`config.mk`:
```
export PLATFORM = sky130hd
export DESIGN_NAME = exa_crosb_net_hdr_gen
export DESIGN_NICKNAME = d
export VERILOG_FILES = /design/src/rtl/exa_crosb_net_hdr_gen.sv
export SDC_FILE = /design/constraint.sdc
export NUM_CORES = 1
export LEC_CHECK = 0
export CAP_MARGIN = 20
export CORE_ASPECT_RATIO = 1.4
export CORE_UTILIZATION = 30
export DETAILED_ROUTE_END_ITERATION = 7
export DONT_BUFFER_PORTS = 1
export SYNTH_ARGS = -nofsm -noshare
export SYNTH_HDL_FRONTEND = slang
export SYNTH_SLANG_ARGS = --single-unit
```
`constraint.sdc`:
```
create_clock -name Clk -period 4.9 [get_ports Clk]
set_clock_uncertainty 0.2 [all_clocks]
set_input_delay 0.98 -clock Clk [delete_from_list [all_inputs] [get_ports Clk]]
set_output_delay 0.98 -clock Clk [all_outputs]
set_load 0.1 [all_outputs]
```
`src/rtl/exa_crosb_net_hdr_gen.sv`:
```
// Header generator: fills routing, type, size, address and path fields into a
// 128-bit template and holds the result in a single valid/ready output stage.
module exa_crosb_net_hdr_gen #(
  parameter string DEBUG     = "false",
  parameter int    CNT_WIDTH = 16
) (
  input  logic                 Clk,
  input  logic                 Resetn,
  input  logic                 i_req_valid,
  output logic                 o_req_ready,
  input  logic [127:0]         i_hdr_base,
  input  logic [13:0]          i_dst_coord,
  input  logic [21:0]          i_src_coord,
  input  logic [4:0]           i_pkt_type,
  input  logic [13:0]          i_pkt_size,
  input  logic [41:0]          i_dst_addr,
  input  logic                 i_multipath_enable,
  input  logic [3:0]           i_path_mask,
  output logic [127:0]         o_header,
  output logic                 o_hdr_valid,
  input  logic                 i_hdr_ready,
  output logic                 o_prio,
  output logic                 o_enc_error,
  output logic [CNT_WIDTH-1:0] o_hdr_count
);

  // Handshake: a request moves when i_req_valid & o_req_ready; the held header
  // moves when o_hdr_valid & i_hdr_ready. Both may happen in the same cycle.

  logic                 hdr_valid_q, hdr_valid_d;
  logic [127:0]         header_q, header_d;
  logic                 prio_q, prio_d;
  logic                 enc_err_q, enc_err_d;
  logic [CNT_WIDTH-1:0] cnt_q, cnt_d;
  logic [1:0]           rr_q, rr_d;

  logic        accept, out_hs;
  logic [3:0]  dst_x, dst_y, dst_z, src_x, src_y;
  logic [1:0]  dst_off;
  logic        remote, addr_err, coord_err, req_err, path_en;
  logic [2:0]  path_sel;
  logic [1:0]  rr_next, cand;
  logic        found;
  logic [127:0] hdr_build;
  logic [13:0] src_unused;

  assign dst_x   = i_dst_coord[3:0];
  assign dst_y   = i_dst_coord[7:4];
  assign dst_z   = i_dst_coord[11:8];
  assign dst_off = i_dst_coord[13:12];
  assign src_x   = i_src_coord[3:0];
  assign src_y   = i_src_coord[7:4];
  // Local z/off and the upper source bits play no part in routing decisions.
  assign src_unused = {i_src_coord[21:14], i_src_coord[13:8]};

  assign o_req_ready = ~hdr_valid_q | i_hdr_ready;
  assign accept      = i_req_valid & o_req_ready;
  assign out_hs      = hdr_valid_q & i_hdr_ready;

  assign remote    = (dst_x != src_x) | (dst_y != src_y);
  assign addr_err  = (i_pkt_type >= 5'd10) & (i_dst_addr[41:10] != {3'b111, 29'b0});
  assign coord_err = remote & (dst_x > 4'd3) & (dst_y == src_y);
  assign req_err   = addr_err | coord_err;
  assign path_en   = i_multipath_enable & remote & (|i_path_mask);

  // Round-robin search starting at rr; the pointer moves past the winner.
  always_comb begin
    path_sel = 3'd0;
    rr_next  = rr_q;
    found    = 1'b0;
    cand     = rr_q;
    for (int i = 0; i < 4; i++) begin
      cand = rr_q + 2'(i);
      if (path_en && !found && i_path_mask[cand]) begin
        found    = 1'b1;
        path_sel = {1'b0, cand} + 3'd1;
        rr_next  = cand + 2'd1;
      end
    end
  end

  always_comb begin
    hdr_build          = i_hdr_base;
    hdr_build[20:16]   = i_pkt_type;
    hdr_build[24:21]   = dst_x;
    hdr_build[28:25]   = dst_y;
    hdr_build[32:29]   = dst_z;
    hdr_build[34:33]   = dst_off;
    hdr_build[48:35]   = i_pkt_size;
    // Small-address types carry only the low 10 bits; the rest stays template.
    if (i_pkt_type >= 5'd10) begin
      hdr_build[71:62] = i_dst_addr[9:0];
    end else begin
      hdr_build[103:62] = i_dst_addr;
    end
    hdr_build[111:109] = path_sel;
  end

  always_comb begin
    hdr_valid_d = hdr_valid_q;
    header_d    = header_q;
    prio_d      = prio_q;
    enc_err_d   = enc_err_q;
    cnt_d       = cnt_q;
    rr_d        = rr_q;
    if (out_hs) begin
      hdr_valid_d = 1'b0;
      cnt_d       = cnt_q + CNT_WIDTH'(1);
    end
    if (accept) begin
      if (req_err) begin
        enc_err_d   = 1'b1;
        hdr_valid_d = 1'b0;
      end else begin
        hdr_valid_d = 1'b1;
        header_d    = hdr_build;
        prio_d      = (i_pkt_type > 5'd16);
        rr_d        = rr_next;
      end
    end
  end

  always_ff @(posedge Clk or negedge Resetn) begin
    if (!Resetn) begin
      hdr_valid_q <= 1'b0;
      header_q    <= '0;
      prio_q      <= 1'b0;
      enc_err_q   <= 1'b0;
      cnt_q       <= '0;
      rr_q        <= 2'd0;
    end else begin
      hdr_valid_q <= hdr_valid_d;
      header_q    <= header_d;
      prio_q      <= prio_d;
      enc_err_q   <= enc_err_d;
      cnt_q       <= cnt_d;
      rr_q        <= rr_d;
    end
  end

  assign o_hdr_valid = hdr_valid_q;
  assign o_header    = header_q;
  assign o_prio      = prio_q;
  assign o_enc_error = enc_err_q;
  assign o_hdr_count = cnt_q;

  generate
    if (DEBUG == "true") begin : g_debug
      (* keep = "true", mark_debug = "true" *) logic [4:0] dbg_unused_taps;
      assign dbg_unused_taps = {addr_err, coord_err, path_sel};
    end
  endgenerate

endmodule

```
==> metrics.yaml, run 1 <==
yosys:
  syn_inst: 491
  syn_area_um2: 6950
  synth_top_cell_by_area: "dfrtp_1"
  synth_area_leaders: "dfrtp_1 (54%), mux2_4 (19%), mux2i_1 (5.2%)"
  yosys.area.top_type_share_pct: 53.7
  synth_edf_count: 0
  synth_ff_type: "dfrtp_1"
  synth_nets: 730
  synthTopCellsByCount: "dfrtp_1 (149), mux2_4 (90), nand2_1 (46)"
  syn_avg_cell_area_um2: 14.1
  ys_types: 45
  ys_seq_elements: 149
  synth-seq-area-share_pct: 53.7
  synth_warnings: 0
  async_flop_share_pct: 100
  post-synth-top-count-cell: "dfrtp_1"
pwr:
  power.internal_mw: 2.69
  p_comb_share_pct: 12.2
  p_sw_share_pct: 53.7
  clkPwrFrac_pct: 22.2
  p_sw_mw: 3.13
  p_total_mw: 5.82
  powerDensity_nw_per_um2: 755
  peakVddDrop_uv: 292
  p_seq_share_pct: 65.5
  power.leakage_nw: 3.58
sta:
  tightest_slew_ns: 1.04
  timing.final.ws_setup_ns: 1.59
  tns_ns: 0
  setup_viol: 0
  fmax_mhz: 302
  finalCriticalPeriod_ns: 3.31
  post-route-period-util_pct: 67.6
  finalMaxSlewViolations: 0
  rsz0062_at_grt: "false"
  finalHoldViolCount: 0
  relSlewSlack_pct: 30.8
drt:
  num_vias: 3919
  drc: 0
  post_drt_via_cell_ratio: 4.86
  wire_per_inst_um: 20.0
  dr.pass1.iters: 4
  drtIter0Drc: 132
  routed_wl_mm: 16.1
  antenna_left: 0
cts:
  cts_tree: "yes"
  cts_hold_buffers: 0
  cts_buffer_depth: 2
  path_clk_slew_ns: 0.06
  cts_sinks: 149
  clk_latency_ns: 0.41
  clock-root-buffer: "clkbuf_16"
  htreeDepth: 4
  cts_buffers: 17
  cts_resized: 0
  post_cts_buffers: 0
worst_setup_path:
  path_max_fanout: 4
  cp-end-kind: "output pin"
  arrival_ns: 2.13
  critPathLaunchType: "flop"
  worstPathRequired_ns: 3.72
  path_class: "reg2out"
layout:
  post-route-util_pct: 34.1
  area_delta_synth_final_pct: 11.0
  nNetsFinal: 731
  multi_input_area_um2: 2950
  drive_gt1_share_pct: 28.1
  n_fill_cell: 2285
  seqCellArea_um2: 3730
  insertedDiodeCount: 0
placed_design:
  place_ws_ns: 1.38
  hpwl_mm: 11.9
  numPortBuffers: 0
  routabilityCongestion: 0.778
floorplanning:
  core-area_um2: 22600
  fp.dieW_um: 131
  start_util_pct: 30.7
  die_area_um2: 23800
  die_h_um: 182
  num_rows: 65
  io_pins: 382
hold_path:
  hp-class: "in2async"
global_routing:
  grt_usage_pct: 13.6
  antenna_found_initial: 0
  grt_max_degree: 150
  grt_pass1_vias: 4219
  overflow: 0
  grt_pass1_wl_mm: 24.0
job:
  cap_viol_max_count: 0
run_status:
  outcome: "finished, final reports clean"
[flip-flops by register name, summed over array words and instances, names as in the netlist]
register,cells
o_prio,1
o_hdr_count,16
rr_q,2
o_header,128
o_enc_error,1
o_hdr_valid,1
[power groups by stage]
stage / clock network (mW) / logic, mW / registers (mW)
2_1_floorplan: 0 / 0.665 / 3.72
3_3_place_gp: 0 / 0.692 / 3.83
3_5_place_dp: 0 / 0.716 / 3.84
4_1_cts: 1.34 / 0.717 / 3.82
5_1_grt: 1.39 / 0.784 / 3.86
6_report: 1.29 / 0.712 / 3.81
[routing by layer]
metal  wire length [um]  share of wire, %  GRT usage, %
met1               5990                37          14.7
met2               8140                51          22.5
met3               1700                11          6.07
met4                279               1.7          6.02
met5                  0                 0             0
[logic make-up after synthesis]
family / after synthesis / synth area share (%)
flops: 149 / 53.7
compound gates: 54 / 4.92
buf+inv: 25 / 3.96
mux: 137 / 26.8
fa+ha+maj: 5 / 0.901
xor+xnor: 24 / 3.03
simple gates: 97 / 6.76
[worst paths after layout]
path	startpoint	end	slack, ns	cells after the start
worst max-delay path	o_hdr_valid	o_req_ready	1.59	2
worst min-delay path	Resetn	o_header[85]	0.06	0
worst max register to register	rr_q[0]	rr_q[1]	1.90	7
worst min register to register	rr_q[1]	rr_q[1]	0.65	1
max in group asynchronous	Resetn	o_header[29]	4.28	0
min in group Clk	i_dst_coord[3]	o_header[24]	0.51	1
[through the flow]
stage,std cells,area (um2),hold WS [ns]
2_1_floorplan,491,6950,0.484
3_3_place_gp,774,7120,0.487
3_5_place_dp,774,7120,0.488
4_1_cts,806,7710,0.0258
5_1_grt,806,7710,0.0248
6_report,806,7710,0.0593
[cell type report]
| cell class | count | share of cell area (%) |
|---|---|---|
| inverters | 2 | 0.0974 |
| clock buffers | 21 | 5.97 |
| flip-flops and latches | 149 | 48.4 |
| clock inverters | 11 | 1.61 |
| repair buffers | 5 | 0.812 |
| well taps | 301 | 4.89 |
| multi-input cells | 317 | 38.3 |
[cell usage in the layout (no fill, tap or decap), types with 5 or more instances in the layout]
| cell type | count |
|---|---|
| dfrtp_1 | 149 |
| mux2_4 | 90 |
| nand2_1 | 46 |
| mux2i_1 | 36 |
| o21ai_0 | 20 |
| clkbuf_16 | 17 |
| o21ai_1 | 16 |
| xnor2_1 | 14 |
| nor2_1 | 13 |
| xor2_1 | 10 |
| nor4_1 | 9 |
| mux2_2 | 9 |
| nand4_1 | 8 |
| ha_1 | 5 |
[worst max-delay path: stages, from the launching register on]
cell,delay (ns)
dfrtp_1,0.97
nand2b_1,0.39
buf_4,0.35
Note: power is estimated with default switching activity, not from simulation.
==> run 2: changes to the inputs <==
==> constraint.sdc (replaced) <==
create_clock -name Clk -period 3.3 [get_ports Clk]
set_clock_uncertainty 0.2 [all_clocks]
set_input_delay 0.66 -clock Clk [delete_from_list [all_inputs] [get_ports Clk]]
set_output_delay 0.66 -clock Clk [all_outputs]
set_load 0.1 [all_outputs]
==> run 2 against run 1 <==
  * The run now ends with negative hold slack left
  * Non-clock buffer count increased by 14
  * Clock power grew 58%
  * Final cell count increased by 1.5%
  * Core utilization rose by 0.60 points
  * Critical path type is now reg2reg
==> metrics.yaml, run 2 (synthesis results as in run 1) <==
floorplanning:
  start_util_pct: 30.7
  io_pins: 382
  num_rows: 65
  die_area_um2: 23800
  fp.dieW_um: 131
  die_h_um: 182
  core-area_um2: 22600
layout:
  insertedDiodeCount: 0
  area_delta_synth_final_pct: 12.9
  nNetsFinal: 745
  drive_gt1_share_pct: 29.6
  layout_common_cells: "dfrtp_1 (149), mux2_4 (90), nand2_1 (46)"
  layout_commonest_cell: "dfrtp_1"
  largest_register_ffs: 128
worst_setup_path:
  crit_path_top_delay_cell: "dfrtp_1"
  path_max_fanout: 11
  path_cells: "inv_1 > ha_1 > mux2i_1 > mux2_2 > nand3_1 > o311ai_1 > mux2_4"
  worstPathRequired_ns: 3.46
  cp-end-kind: "flop"
  path_class: "reg2reg"
  arrival_ns: 2.96
  critPathLaunchType: "flop"
  crit_path_max_incr_delay_ns: 0.60
hold_path:
  hp-class: "in2async"
global_routing:
  antenna_found_initial: 0
  grt_pass1_vias: 4194
  overflow: 0
  grt_usage_pct: 13.5
  grt_pass1_wl_mm: 23.7
  grt_max_degree: 150
sta:
  holdWs_ns: -0.259
  post-route-period-util_pct: 84.8
  tns_ns: 0
  finalCriticalPeriod_ns: 2.80
  rsz0062_at_grt: "false"
  finalMaxSlewViolations: 0
  tightest_slew_ns: 1.02
  setup_viol: 0
  finalHoldViolCount: 149
  relSlewSlack_pct: 31.8
  fmax_mhz: 357
pwr:
  p_total_mw: 8.82
  power.leakage_nw: 3.66
  powerDensity_nw_per_um2: 1120
  peakVddDrop_uv: 403
cts:
  cts_buffer_depth: 2
  clk_latency_ns: 0.41
  post_cts_buffers: 0
  htreeDepth: 4
  path_clk_slew_ns: 0.06
  cts_tree: "yes"
  cts_sinks: 149
  cts_buffers: 17
  clock-root-buffer: "clkbuf_16"
run_status:
  violations: "negative hold slack"
  outcome: "finished with violations"
drt:
  drtIter0Drc: 97
  post_drt_via_cell_ratio: 4.84
  routed_wl_mm: 16.3
  dr.pass1.iters: 4
  wire_per_inst_um: 20.0
  num_vias: 3959
  drc: 0
  antenna_left: 0
placed_design:
  numPortBuffers: 0
  hpwl_mm: 11.9
  routabilityCongestion: 0.793
job:
  cap_viol_max_count: 0
-- run 2: cell count changes in the layout (fill, tap and decap cells not counted), sizes merged --
cell and delta:
inv -2, clkinv -1, buf +14, clkbuf +1
clkinvlp -2, bufinv +2
-- run 2: final timing paths --
path | from | end | slack [ns] | depth (start not counted)
setup / recovery | rr_q[1] | rr_q[1] | 0.50 | 7
hold / removal | Resetn | o_header[58] | -0.26 | 0
setup reg to reg | rr_q[1] | rr_q[1] | 0.50 | 7
hold reg to reg | o_hdr_count[4] | o_hdr_count[4] | 0.30 | 1
max in group asynchronous | Resetn | o_header[118] | 2.99 | 0
min in group Clk | i_dst_addr[7] | o_header[69] | 0.19 | 1
-- run 2: cell type report --
class	instances	area, um2
fill	2242	14800
sequential	149	3730
multi-input combinational	317	2950
clock buffer	22	464
tap	301	377
timing repair buffer	19	168
clock inverter	8	150
inverter	2	7.51
-- run 2: what timing repair did --
item,in CTS,in global routing
hold endpoints to repair,149,149
resized for setup,0,0
endpoints found under the setup margin,0,0
-- run 2: critical path, delay by kind of cell, from the launching register on --
kind,cells,cell delay (ns)
compound gates,1,0.40
fa+ha+maj,1,0.44
buf+inv,1,0.13
flops,1,0.60
mux,3,0.85
simple gates,1,0.12
-- run 2: metal layers --
metal / GRT usage, % / routed length, um
met5: 0 / 0
met4: 6.80 / 352
met3: 5.98 / 1720
met2: 22.2 / 8210
met1: 14.5 / 6050
-- run 2: metrics by stage --
stage          util (%)  setup slack [ns]  std cells  hold slack [ns]  area, um2
6_report           34.7             0.500        818           -0.259       7840
3_5_place_dp       32.0             0.280        788            0.169       7230
5_1_grt            34.7             0.333        818           -0.298       7840
2_1_floorplan         -             0.126        491            0.164       6950
3_3_place_gp       32.0             0.318        788            0.169       7230
4_1_cts            34.7             0.496        818           -0.298       7840
-- run 2: power by group --
part | internal (mW) | switching [mW]
Combinational | 0.714 | 0.647
Clock | 1.30 | 0.736
Sequential | 2.18 | 3.25
==> run 3: changes to the inputs <==
==> constraint.sdc (replaced) <==
create_clock -name Clk -period 2.3 [get_ports Clk]
set_clock_uncertainty 0.2 [all_clocks]
set_input_delay 0.46 -clock Clk [delete_from_list [all_inputs] [get_ports Clk]]
set_output_delay 0.46 -clock Clk [all_outputs]
set_load 0.1 [all_outputs]
==> run 3 against run 2 <==
  * The run still ends with negative hold slack left
  * Sequential share of layout area is 6.9 points lower
  * Combinational power grew to 2.8 times the previous value
  * Sequential power up 21%
  * Routed wire length rose by 12%
  * Core utilization grew 6.0 points
  * Non-clock buffer count up 146
  * Via count grew 16%
  * First-iteration DRC count up 65%
  * Critical path depth grew 1
  * Design area increased by 17%
  * Critical endpoint unchanged
==> metrics.yaml, run 3 (synthesis results as in run 1) <==
layout:
  nNetsFinal: 891
  area_delta_synth_final_pct: 32.3
  drive_gt1_share_pct: 33.4
  layout_common_cells: "dfrtp_1 (145), dlygate4sd3_1 (94), mux2_4 (90)"
  insertedDiodeCount: 0
  largest_register_ffs: 128
  n_fill_cell: 2088
  fin_area_um2: 9190
  layout_commonest_cell: "dfrtp_1"
global_routing:
  grt_pass1_vias: 4983
  grt_pass1_wl_mm: 27.1
  overflow: 0
  grt_usage_pct: 15.3
  antenna_found_initial: 0
  grt_max_degree: 150
sta:
  rsz0062_at_grt: "true"
  post-route-period-util_pct: 97.9
  tightest_slew_ns: 0.956
  finalHoldViolCount: 149
  finalCriticalPeriod_ns: 2.25
  relSlewSlack_pct: 36.3
  finalMaxSlewViolations: 0
  holdWs_ns: -0.465
  setup_viol: 0
  fmax_mhz: 444
  timing.final.ws_setup_ns: 0.0480
placed_design:
  routabilityCongestion: 0.862
  hpwl_mm: 12.5
  place_ws_ns: -0.320
  placed_area_um2: 7640
  numPortBuffers: 0
pwr:
  p_seq_share_pct: 50.5
  p_sw_share_pct: 52.7
  power.leakage_nw: 4.31
  p_sw_mw: 6.87
  power.internal_mw: 6.16
  powerDensity_nw_per_um2: 1420
  clkPwrFrac_pct: 20.3
  p_comb_share_pct: 29.2
  peakVddDrop_uv: 749
  p_total_mw: 13.0
worst_setup_path:
  critPathLaunchType: "flop"
  arrival_ns: 2.42
  path_class: "reg2reg"
  worstPathRequired_ns: 2.47
  cp-end-kind: "flop"
  path_max_fanout: 5
drt:
  drtIter0Drc: 160
  routed_wl_mm: 18.2
  wire_per_inst_um: 18.9
  post_drt_via_cell_ratio: 4.77
  drc: 0
  antenna_left: 0
  dr.pass1.iters: 4
  num_vias: 4609
floorplanning:
  io_pins: 382
  start_util_pct: 30.7
  num_rows: 65
  die_area_um2: 23800
  fp.dieW_um: 131
  die_h_um: 182
  core-area_um2: 22600
run_status:
  violations: "negative hold slack"
  outcome: "finished with violations"
cts:
  path_clk_slew_ns: 0.07
  cts_hold_buffers: 94
  clk_latency_ns: 0.42
  cts_buffer_depth: 2
  htreeDepth: 4
  cts_tree: "yes"
  clock-root-buffer: "clkbuf_16"
  cts_buffers: 17
  cts_sinks: 149
hold_path:
  hp-class: "in2async"
job:
  cap_viol_max_count: 0
[run 3: changes by cell type in the layout (fill, tap and decap cells not counted), moves of 2 or more]
cell           before  now
dfrtp_2             0    4
inv_6               0    2
dlygate4sd3_1       0   94
bufinv_16           4    1
nand2b_4            0    2
clkinv_2            1    4
buf_4              17   69
nand2b_1            3    1
dfrtp_1           149  145
[run 3: power by group through the flow]
stage | registers (mW) | clock network, mW | logic [mW]
floorplan | 7.93 | 0 | 1.47
global placement | 6.58 | 0 | 3.48
detailed placement | 6.62 | 0 | 3.55
CTS | 6.57 | 2.74 | 3.70
global route | 6.65 | 2.85 | 3.99
finish | 6.58 | 2.65 | 3.80
[run 3: layer usage]
| metal | GRT usage [%] | part of all wire (%) | vias to the layer above |
|---|---|---|---|
| met2 | 24.7 | 48 | 237 |
| li1 | - | - | 2070 |
| met4 | 7.77 | 2.8 | 0 |
| met5 | 0 | 0 | - |
| met1 | 17.5 | 40 | 2260 |
| met3 | 5.72 | 9.3 | 42 |
[run 3: through the flow]
step | utilization, % | setup TNS, ns | hold WS (ns) | std cells
3_5_place_dp | 33.8 | -27.98 | -0.0331 | 838
6_report | 40.6 | 0 | -0.465 | 966
5_1_grt | 40.6 | -0.131 | -0.499 | 966
3_3_place_gp | 33.8 | -22.47 | -0.0326 | 838
2_1_floorplan | - | -0.0297 | -0.0356 | 491
4_1_cts | 40.4 | 0 | -0.497 | 964
[run 3: cell type report]
type                            instances  area, um2  area share, %
Sequential cell                       149       3730           40.6
Tap cell                              301        377           4.10
Multi-Input combinational cell        317       3010           32.8
Clock inverter                         11        100           1.09
Inverter                                2       7.51         0.0817
Timing Repair Buffer                  165       1500           16.3
Clock buffer                           21        460           5.01
[run 3: final timing paths]
| path | endpoint | start | cells past startpoint | slack (ns) |
|---|---|---|---|---|
| worst max register to register | rr_q[1] | rr_q[0] | 8 | 0.05 |
| worst min-delay path | o_enc_error | Resetn | 0 | -0.47 |
| max in group asynchronous | o_header[45] | Resetn | 0 | 2.14 |
| min in group Clk | o_hdr_count[0] | i_hdr_ready | 2 | 0.04 |
| worst min register to register | o_header[84] | o_header[84] | 2 | 0.28 |
| worst max-delay path | rr_q[1] | rr_q[0] | 8 | 0.05 |
[run 3: worst max-delay path: stages, from the launching register on]
cell and delay (ns):
dfrtp_2 0.35, inv_1 0.07, ha_4 0.31, buf_4 0.13
mux2i_1 0.24, mux2_2 0.23, nand3_1 0.12, o311ai_2 0.34
mux2_4 0.20
[run 3: timing repair]
item | 4_1_cts | 5_1_grt
hold endpoints to repair | 244 | 149
resized for setup | 0 | 6
setup buffers | 0 | 2
setup endpoints to repair | 0 | 2
